--- config.mk ---
export PLATFORM = sky130hd
export DESIGN_NAME = nibble_serial_addsub
export DESIGN_NICKNAME = d
export VERILOG_FILES = /design/src/rtl/alu_pkg.sv /design/src/rtl/nibble_adder_slice.sv /design/src/rtl/nibble_serial_addsub.sv
export SDC_FILE = /design/constraint.sdc
export NUM_CORES = 1
export LEC_CHECK = 0
export CAP_MARGIN = 20
export CORE_MARGIN = 5
export CORE_UTILIZATION = 45
export DETAILED_ROUTE_END_ITERATION = 8
export PLACE_DENSITY = 0.75
export SLEW_MARGIN = 30
export SYNTH_ARGS = -nofsm -noshare
export SYNTH_HDL_FRONTEND = slang
export SYNTH_SLANG_ARGS = --single-unit
export TNS_END_PERCENT = 30
--- constraint.sdc ---
create_clock -name clk -period 2.15 [get_ports clk]
set_input_delay 0.43 -clock clk [delete_from_list [all_inputs] [get_ports clk]]
set_output_delay 0.43 -clock clk [all_outputs]
set_load 0.02 [all_outputs]
--- src/rtl/alu_pkg.sv ---
// Shared types for the nibble-serial add/subtract unit.
// Nibble width, FSM state encoding and the result flag bundle.
package alu_pkg;

  localparam int NIBBLE_W = 4;

  typedef enum logic [1:0] {
    IDLE,
    RUN,
    DONE
  } state_t;

  typedef struct packed {
    logic c;
    logic z;
    logic v;
    logic n;
  } flags_t;

endpackage

--- src/rtl/nibble_adder_slice.sv ---
// Combinational 4-bit adder slice with carry-in, carry-out and
// the carry into bit 3 (needed for signed overflow on the top nibble).
module nibble_adder_slice
  import alu_pkg::*;
(
  input  logic [NIBBLE_W-1:0] x,
  input  logic [NIBBLE_W-1:0] y,
  input  logic                cin,
  output logic [NIBBLE_W-1:0] s,
  output logic                cout,
  output logic                c3
);

  logic [3:0] lo;
  logic [1:0] hi;

  // Low three bits first so the carry into bit 3 is exposed.
  assign lo = {1'b0, x[2:0]}
            + {1'b0, y[2:0]}
            + {3'b000, cin};
  assign c3 = lo[3];

  assign hi = {1'b0, x[3]}
            + {1'b0, y[3]}
            + {1'b0, c3};

  assign s    = {hi[0], lo[2:0]};
  assign cout = hi[1];

endmodule

--- src/rtl/nibble_serial_addsub.sv ---
// WIDTH-bit add/subtract computed one nibble per cycle, LSB first.
// Optional signed saturation on overflow: define ADDSUB_SATURATE_EN.
module nibble_serial_addsub
  import alu_pkg::*;
#(
  parameter int WIDTH = 16
) (
  input  logic             clk,
  input  logic             rst,
  input  logic             start_valid,
  output logic             start_ready,
  input  logic [WIDTH-1:0] a,
  input  logic [WIDTH-1:0] b,
  input  logic             sub,
  output logic             done_valid,
  input  logic             done_ready,
  output logic [WIDTH-1:0] result,
  output logic             carry_out,
  output logic             zero,
  output logic             overflow,
  output logic             negative
);

  localparam int NIBBLES = WIDTH / NIBBLE_W;
  localparam int CNT_W   =
    (NIBBLES > 1) ? $clog2(NIBBLES) : 1;

  generate
    if ((WIDTH % NIBBLE_W) != 0 || WIDTH < 8)
    begin : g_bad_width
      $error("WIDTH must be a multiple of 4 and >= 8");
    end
  endgenerate

  state_t state, state_nx;

  logic [WIDTH-1:0] a_sh;
  logic [WIDTH-1:0] b_sh;
  logic [WIDTH-1:0] res_q;
  logic             sub_q;
  logic             carry_q;
  logic [CNT_W-1:0] cnt_q;
  flags_t           flags_q;

  logic [NIBBLE_W-1:0] s;
  logic                cout;
  logic                c3;
  logic                last;
  logic                msb_cin;
  logic [WIDTH-1:0]    res_nx;
  logic [WIDTH-1:0]    res_fin;
  flags_t              flags_nx;

  nibble_adder_slice u_slice (
    .x   (a_sh[NIBBLE_W-1:0]),
    .y   (b_sh[NIBBLE_W-1:0]
          ^ {NIBBLE_W{sub_q}}),
    .cin (carry_q),
    .s   (s),
    .cout(cout),
    .c3  (c3)
  );

  assign last    = (cnt_q == CNT_W'(NIBBLES - 1));
  assign msb_cin = c3;
  assign res_nx  = {s, res_q[WIDTH-1:NIBBLE_W]};

`ifdef ADDSUB_SATURATE_EN
  // Both effective operands share a sign on overflow; a's MSB picks it.
  always_comb begin
    res_fin = res_nx;
    if (msb_cin ^ cout) begin
      res_fin = a_sh[NIBBLE_W-1]
        ? {1'b1, {(WIDTH-1){1'b0}}}
        : {1'b0, {(WIDTH-1){1'b1}}};
    end
  end
`else
  assign res_fin = res_nx;
`endif

  always_comb begin
    flags_nx.c = cout;
    flags_nx.z = ~|res_fin;
    flags_nx.v = msb_cin ^ cout;
    flags_nx.n = res_fin[WIDTH-1];
  end

  always_ff @(posedge clk or posedge rst) begin
    if (rst) begin
      state <= IDLE;
    end else begin
      state <= state_nx;
    end
  end

  always_comb begin
    state_nx = state;
    unique case (state)
      IDLE:
        if (start_valid) state_nx = RUN;
      RUN:
        if (last) state_nx = DONE;
      DONE:
        if (done_ready) state_nx = IDLE;
      default:
        state_nx = IDLE;
    endcase
  end

  always_ff @(posedge clk or posedge rst) begin
    if (rst) begin
      a_sh    <= '0;
      b_sh    <= '0;
      res_q   <= '0;
      sub_q   <= 1'b0;
      carry_q <= 1'b0;
      cnt_q   <= '0;
      flags_q <= '0;
    end else begin
      unique case (state)
        IDLE: begin
          if (start_valid) begin
            a_sh    <= a;
            b_sh    <= b;
            sub_q   <= sub;
            carry_q <= sub;
            cnt_q   <= '0;
          end
        end
        RUN: begin
          a_sh    <= a_sh >> NIBBLE_W;
          b_sh    <= b_sh >> NIBBLE_W;
          carry_q <= cout;
          cnt_q   <= cnt_q + CNT_W'(1);
          if (last) begin
            res_q   <= res_fin;
            flags_q <= flags_nx;
          end else begin
            res_q   <= res_nx;
          end
        end
        default: ;
      endcase
    end
  end

  assign start_ready = (state == IDLE);
  assign done_valid  = (state == DONE);
  assign result      = res_q;
  assign carry_out   = flags_q.c;
  assign zero        = flags_q.z;
  assign overflow    = flags_q.v;
  assign negative    = flags_q.n;

endmodule

# Word level (Yosys, flattened, before mapping)
# Index checks and enable logic that the tools add are counted.
[totals]
output_inout_bits = 22
register_bits = 58
[classes]
bitwise = 2
reduce_logical = 8
eq_ne = 6
muxes = 12
add_sub_neg = 5
[op_table]
columns = ["cell", "count"]
rows = [
  ["$pmux 16 s2", 2],
  ["$mux 16", 2],
  ["$reduce_or 16->1", 1],
  ["$mux 2", 4],
  ["$pmux 2 s3", 1],
  ["$reduce_and 2->1", 3],
  ["$add 3x3->4", 1],
  ["$add 4x1->4", 1],
  ["$eq 2x2->1 const B", 2],
  ["$ne 2x2->1 const B", 2],
  ["$pmux 2 s2", 1],
  ["$xor 4x4->4", 1],
  ["$reduce_and 3->1", 1],
  ["$add 1x1->2", 1],
  ["$add 2x1->2", 1],
  ["$add 2x1->2 const B", 1],
  ["$eq 2x1->1 const B", 1],
  ["$logic_not 2->1", 1],
  ["$ne 2x1->1 const B", 1],
  ["$pmux 1 s2", 1],
  ["$reduce_bool 2->1", 1],
  ["$logic_not 1->1", 1],
  ["$mux 1", 1],
  ["$xor 1x1->1", 1],
]

# Longest topological paths before layout
# Gate-level depths: netlist of the first run.
[depth]
depth_word = 6
mapped_depth = 9

# Modules after synthesis
# A second synthesis of the first run with hierarchy kept.
[hier_totals]
hier_cells = 277
area_unflattened_um2 = 2722.6
[modules_own_cells]
columns = ["mod", "n_inst", "cells_each", "area_per_inst_um2"]
rows = [
  ["nibble_serial_addsub", 1, 256, 2565.0],
  ["nibble_adder_slice", 1, 21, 157.7],
]

# Worst setup path after synthesis of the first run
# Ideal clock, no wire load.
[synth_path]
kind = "register -> register"
from = "register sub_q"
to = "register flags_q, in the netlist zero"
period_less_slack_ns = 2.326
stages_incl_launch_ff = 10
setup_slack_ns = -0.176
setup_time_ns = 0.083
arrival_time_ns = 2.244
t_required_ns = 2.067
path_cell_list = "dfrtp_1 clkbuf_1 xnor2_1 fa_1 nand3b_1 nand2_1 fa_1 nor4_1 nand4_1 o21ai_0"
[synth_lines]
columns = ["item", "line", "rtl"]
rows = [
  ["start, declared", "nibble_serial_addsub.sv:40", "logic sub_q;"],
  ["start signal, assigned", "nibble_serial_addsub.sv:126", "sub_q <= sub;"],
  ["end signal, assigned", "nibble_serial_addsub.sv:138", "flags_q <= flags_nx;"],
  ["end, declared", "nibble_serial_addsub.sv:43", "flags_t flags_q;"],
]

==> results of run 1 <==
[placed cells by master, fill, tap and decap left out, types with 2 or more instances in the layout]
master,instances
nor2_1,25
dfrtp_1,57
nor2b_1,2
buf_4,14
o21ai_1,2
buf_12,3
fa_1,2
nor4_1,3
nand3_1,11
ha_1,2
o21ai_0,2
nand2_1,119
xor2_1,2
a31oi_1,24
nand3b_1,2
clkdlybuf4s50_1,58
inv_1,3
clkbuf_1,2
clkbuf_8,11
[registers in the layout, summed over array words and instances (netlist names)]
signal,cells
negative,1
cnt_q,2
result,16
zero,1
b_sh,16
overflow,1
carry_out,1
a_sh,16
carry_q,1
state,2
sub_q,1
[per-stage QoR]
stage	instance area, um^2	utilization (%)	setup WS (ns)	hold WS (ns)	cells
after floorplan	2660	-	-0.0283	0.454	294
after global placement	3320	57.1	-0.0342	0.459	419
after detailed placement	3320	57.1	-0.0922	0.469	419
after CTS	3520	60.5	-0.0655	0.477	436
after global routing	3570	61.5	-0.0995	0.511	439
final	3570	61.5	-0.0150	0.474	439
[critical path, stage by stage (launching register included)]
cell and delay [ns]:
dfrtp_2 0.45, xnor2_2 0.15, fa_2 0.33, nand3b_1 0.20
nand2_2 0.11, fa_1 0.40, buf_4 0.15, mux2_2 0.25
[what timing repair did]
| action | in CTS | in global routing |
|---|---|---|
| hold buffers | 0 | 0 |
| pin swaps | 7 | 5 |
| endpoints found under the hold margin | 0 | 0 |
| setup endpoints to repair | 2 | 4 |
| setup buffers | 4 | 3 |
| gates resized for setup | 2 | 5 |
[per-layer routing]
metal | global-route usage (%) | routed length (um)
met3 | 5.99 | 451
met5 | 0 | 0
met2 | 27.1 | 2800
met1 | 21.0 | 2530
met4 | 6.09 | 103
[cell families (layout without fill, tap and decap cells)]
logic type	after synthesis	after routing	synth area share (%)
XOR/XNOR	5	5	1.66
buffers and inverters	22	92	5.01
AO/OA/AOI/OAI	33	33	7.85
flip-flops	58	58	54.8
AND/OR/NAND/NOR	169	169	26.5
adder cells (fa/ha/maj)	6	6	3.69
multiplexers	1	1	0.426
[where the power goes]
group          internal (uW)  switching [uW]
Clock                    463             391
Combinational           1650            1770
Sequential              1640             409
[worst max path at each step]
| stage | startpoint | endpoint | slack, ns |
|---|---|---|---|
| 4_1_cts | sub_q | zero | -0.07 |
| 5_1_grt | sub_q | zero | -0.1 |
| 3_3_place_gp | sub_q | zero | -0.03 |
| 3_5_place_dp | sub_q | zero | -0.09 |
| 6_report | sub_q | negative | -0.02 |
| 2_1_floorplan | sub_q | zero | -0.03 |
[area by class of cell]
type,instances,area [um^2],share of cell area [%]
multi-input cells,214,1110,31.0
repair buffers,75,746,20.9
flip-flops and latches,58,1450,40.6
inverters,4,15.0,0.420
well taps,75,93.8,2.63
clock buffers,13,159,4.45
[Yosys cell counts, drive strengths merged]
cell,instances,area (um^2)
buf,14,103
dfrtp,58,1450
o21a,1,7.51
o311ai,1,8.76
o211ai,1,7.51
nand2b,2,12.5
nor2,25,93.8
nand4,1,6.26
inv,4,15.0
ha,3,37.5
xnor2,2,17.5
xor2,3,26.3
nand3b,2,15.0
nor4,3,18.8
a21oi,1,5.00
a31oi,24,150
a211o,1,8.76
nand2,120,450
nand3,11,55.1
clkbuf,4,15.0
nor3b,1,18.8
fa,3,60.1
mux2,1,11.3
o21ai,4,20.0
or3b,1,8.76
nor4bb,1,10.0
nor2b,2,12.5
==> summary.txt, run 1 <==
Drt
  • Starting DRT DRC Count: 82
  • WL final: 5880 um
  • Initial DRT Pass Iterations: 4
  • DRC: 0
  • Vias: 2244
  • Mean routed wirelength per cell: 13.4 um
  • Detail Route Antenna Nets: 0
  • DR vias/cell: 5.11

STA
  • Maximum clock rate: 462 MHz
  • Setup violations, final: 1
  • Worst-Margin Slew: 0.427 ns
  • Setup Skew: 0.00734 ns
  • Fin crit share: 101%
  • Unrepaired setup endpoints after global routing: yes
  • Final WS setup: -0.0150 ns
  • Rel. slew slack: 71.5%
  • Max-slew violation count: 0
  • Setup TNS Final: -0.0150 ns
  • Hold Violations, Final: 0
  • Tmin final: 2.17 ns

Final layout
  • Nets: 405
  • Synth-to-layout area growth: 35.1%
  • Antenna Cells: 0
  • Filler instances: 520
  • Fraction of layout cells with a size suffix above 1: 10.7%

CTS
  • CTS tree: done
  • Clk Latency, worst-skew pair: 0.33 ns
  • Clock buffer depth: 2
  • Clk slew on worst S/H paths: 0.06 ns
  • TritonCTS buffer count: 9
  • Clock Sinks: 58
  • Htree depth: 3
  • CTS Root Cell: clkbuf_8

Floorplan
  • Die width: 86.7 um
  • Die H: 86.7 um
  • Initial Util: 45.5%
  • Core Area: 5820 um^2
  • Die area: 7510 um^2
  • IO Count: 59
  • # rows: 28

Logic synthesis
  • Library cells used by synthesis: 30
  • Cells after Synth: 294
  • Syn_nets: 337
  • Count of warnings emitted by yosys: 0
  • Sequential cell area fraction in the yosys report: 54.8%
  • Cell Area, Synth: 2650 um^2
  • Register bit total from synthesis: 58
  • Avg Cell Area, Syn: 9.00 um^2

Power and ir drop
  • Worst IR Drop VDD: 0.941 mV
  • Power per cell area: 1770 nW/um^2
  • Power Total: 6320 uW
  • Leakage power: 0.00166 uW

GRT
  • Vias in the first global route: 2118
  • First-pass GRT wire length: 9700 um
  • GR Util All Layers: 16.9%
  • GRT overflow: 0
  • Largest net degree at the start of global routing: 59
  • Initial antenna violation count: 0

Outcome
  • Failing checks: setup timing
  • Status: complete, but fails checks

Critical path
  • Critical Path Fanout Max: 4
  • Register-to-Register Setup Slack: -0.02 ns
  • Worst r2r dst: negative
  • Crit path DAT: 2.38 ns
  • Worst path required time: 2.36 ns
  • Worst setup path category: flop to flop
  • Cells on worst reg2reg path: 7
  • Critical Path Sink Type: flop
  • R2r startpoint: sub_q
  • Critical path startpoint category: flop

Place
  • IO Port Bufs: 58
  • Hpwl dp: 3960 um
  • RePlAce Congestion: 0.832

Job
  • MaxCap Viol Count: 0

Hold path
  • Hold crit path type: input port to asynchronous set/reset pin
Note: power is estimated with default switching activity, not from simulation.
==> run 2: changes to the inputs <==
--- a/config.mk
+++ b/config.mk
@@ -5,6 +5,7 @@
 export SDC_FILE = /design/constraint.sdc
 export NUM_CORES = 1
 export LEC_CHECK = 0
+export ABC_AREA = 0
 export CAP_MARGIN = 20
 export CORE_MARGIN = 5
 export CORE_UTILIZATION = 45
==> results of run 2 <==
Same layout as run 1: the final DEF is identical, and so are final timing and power.
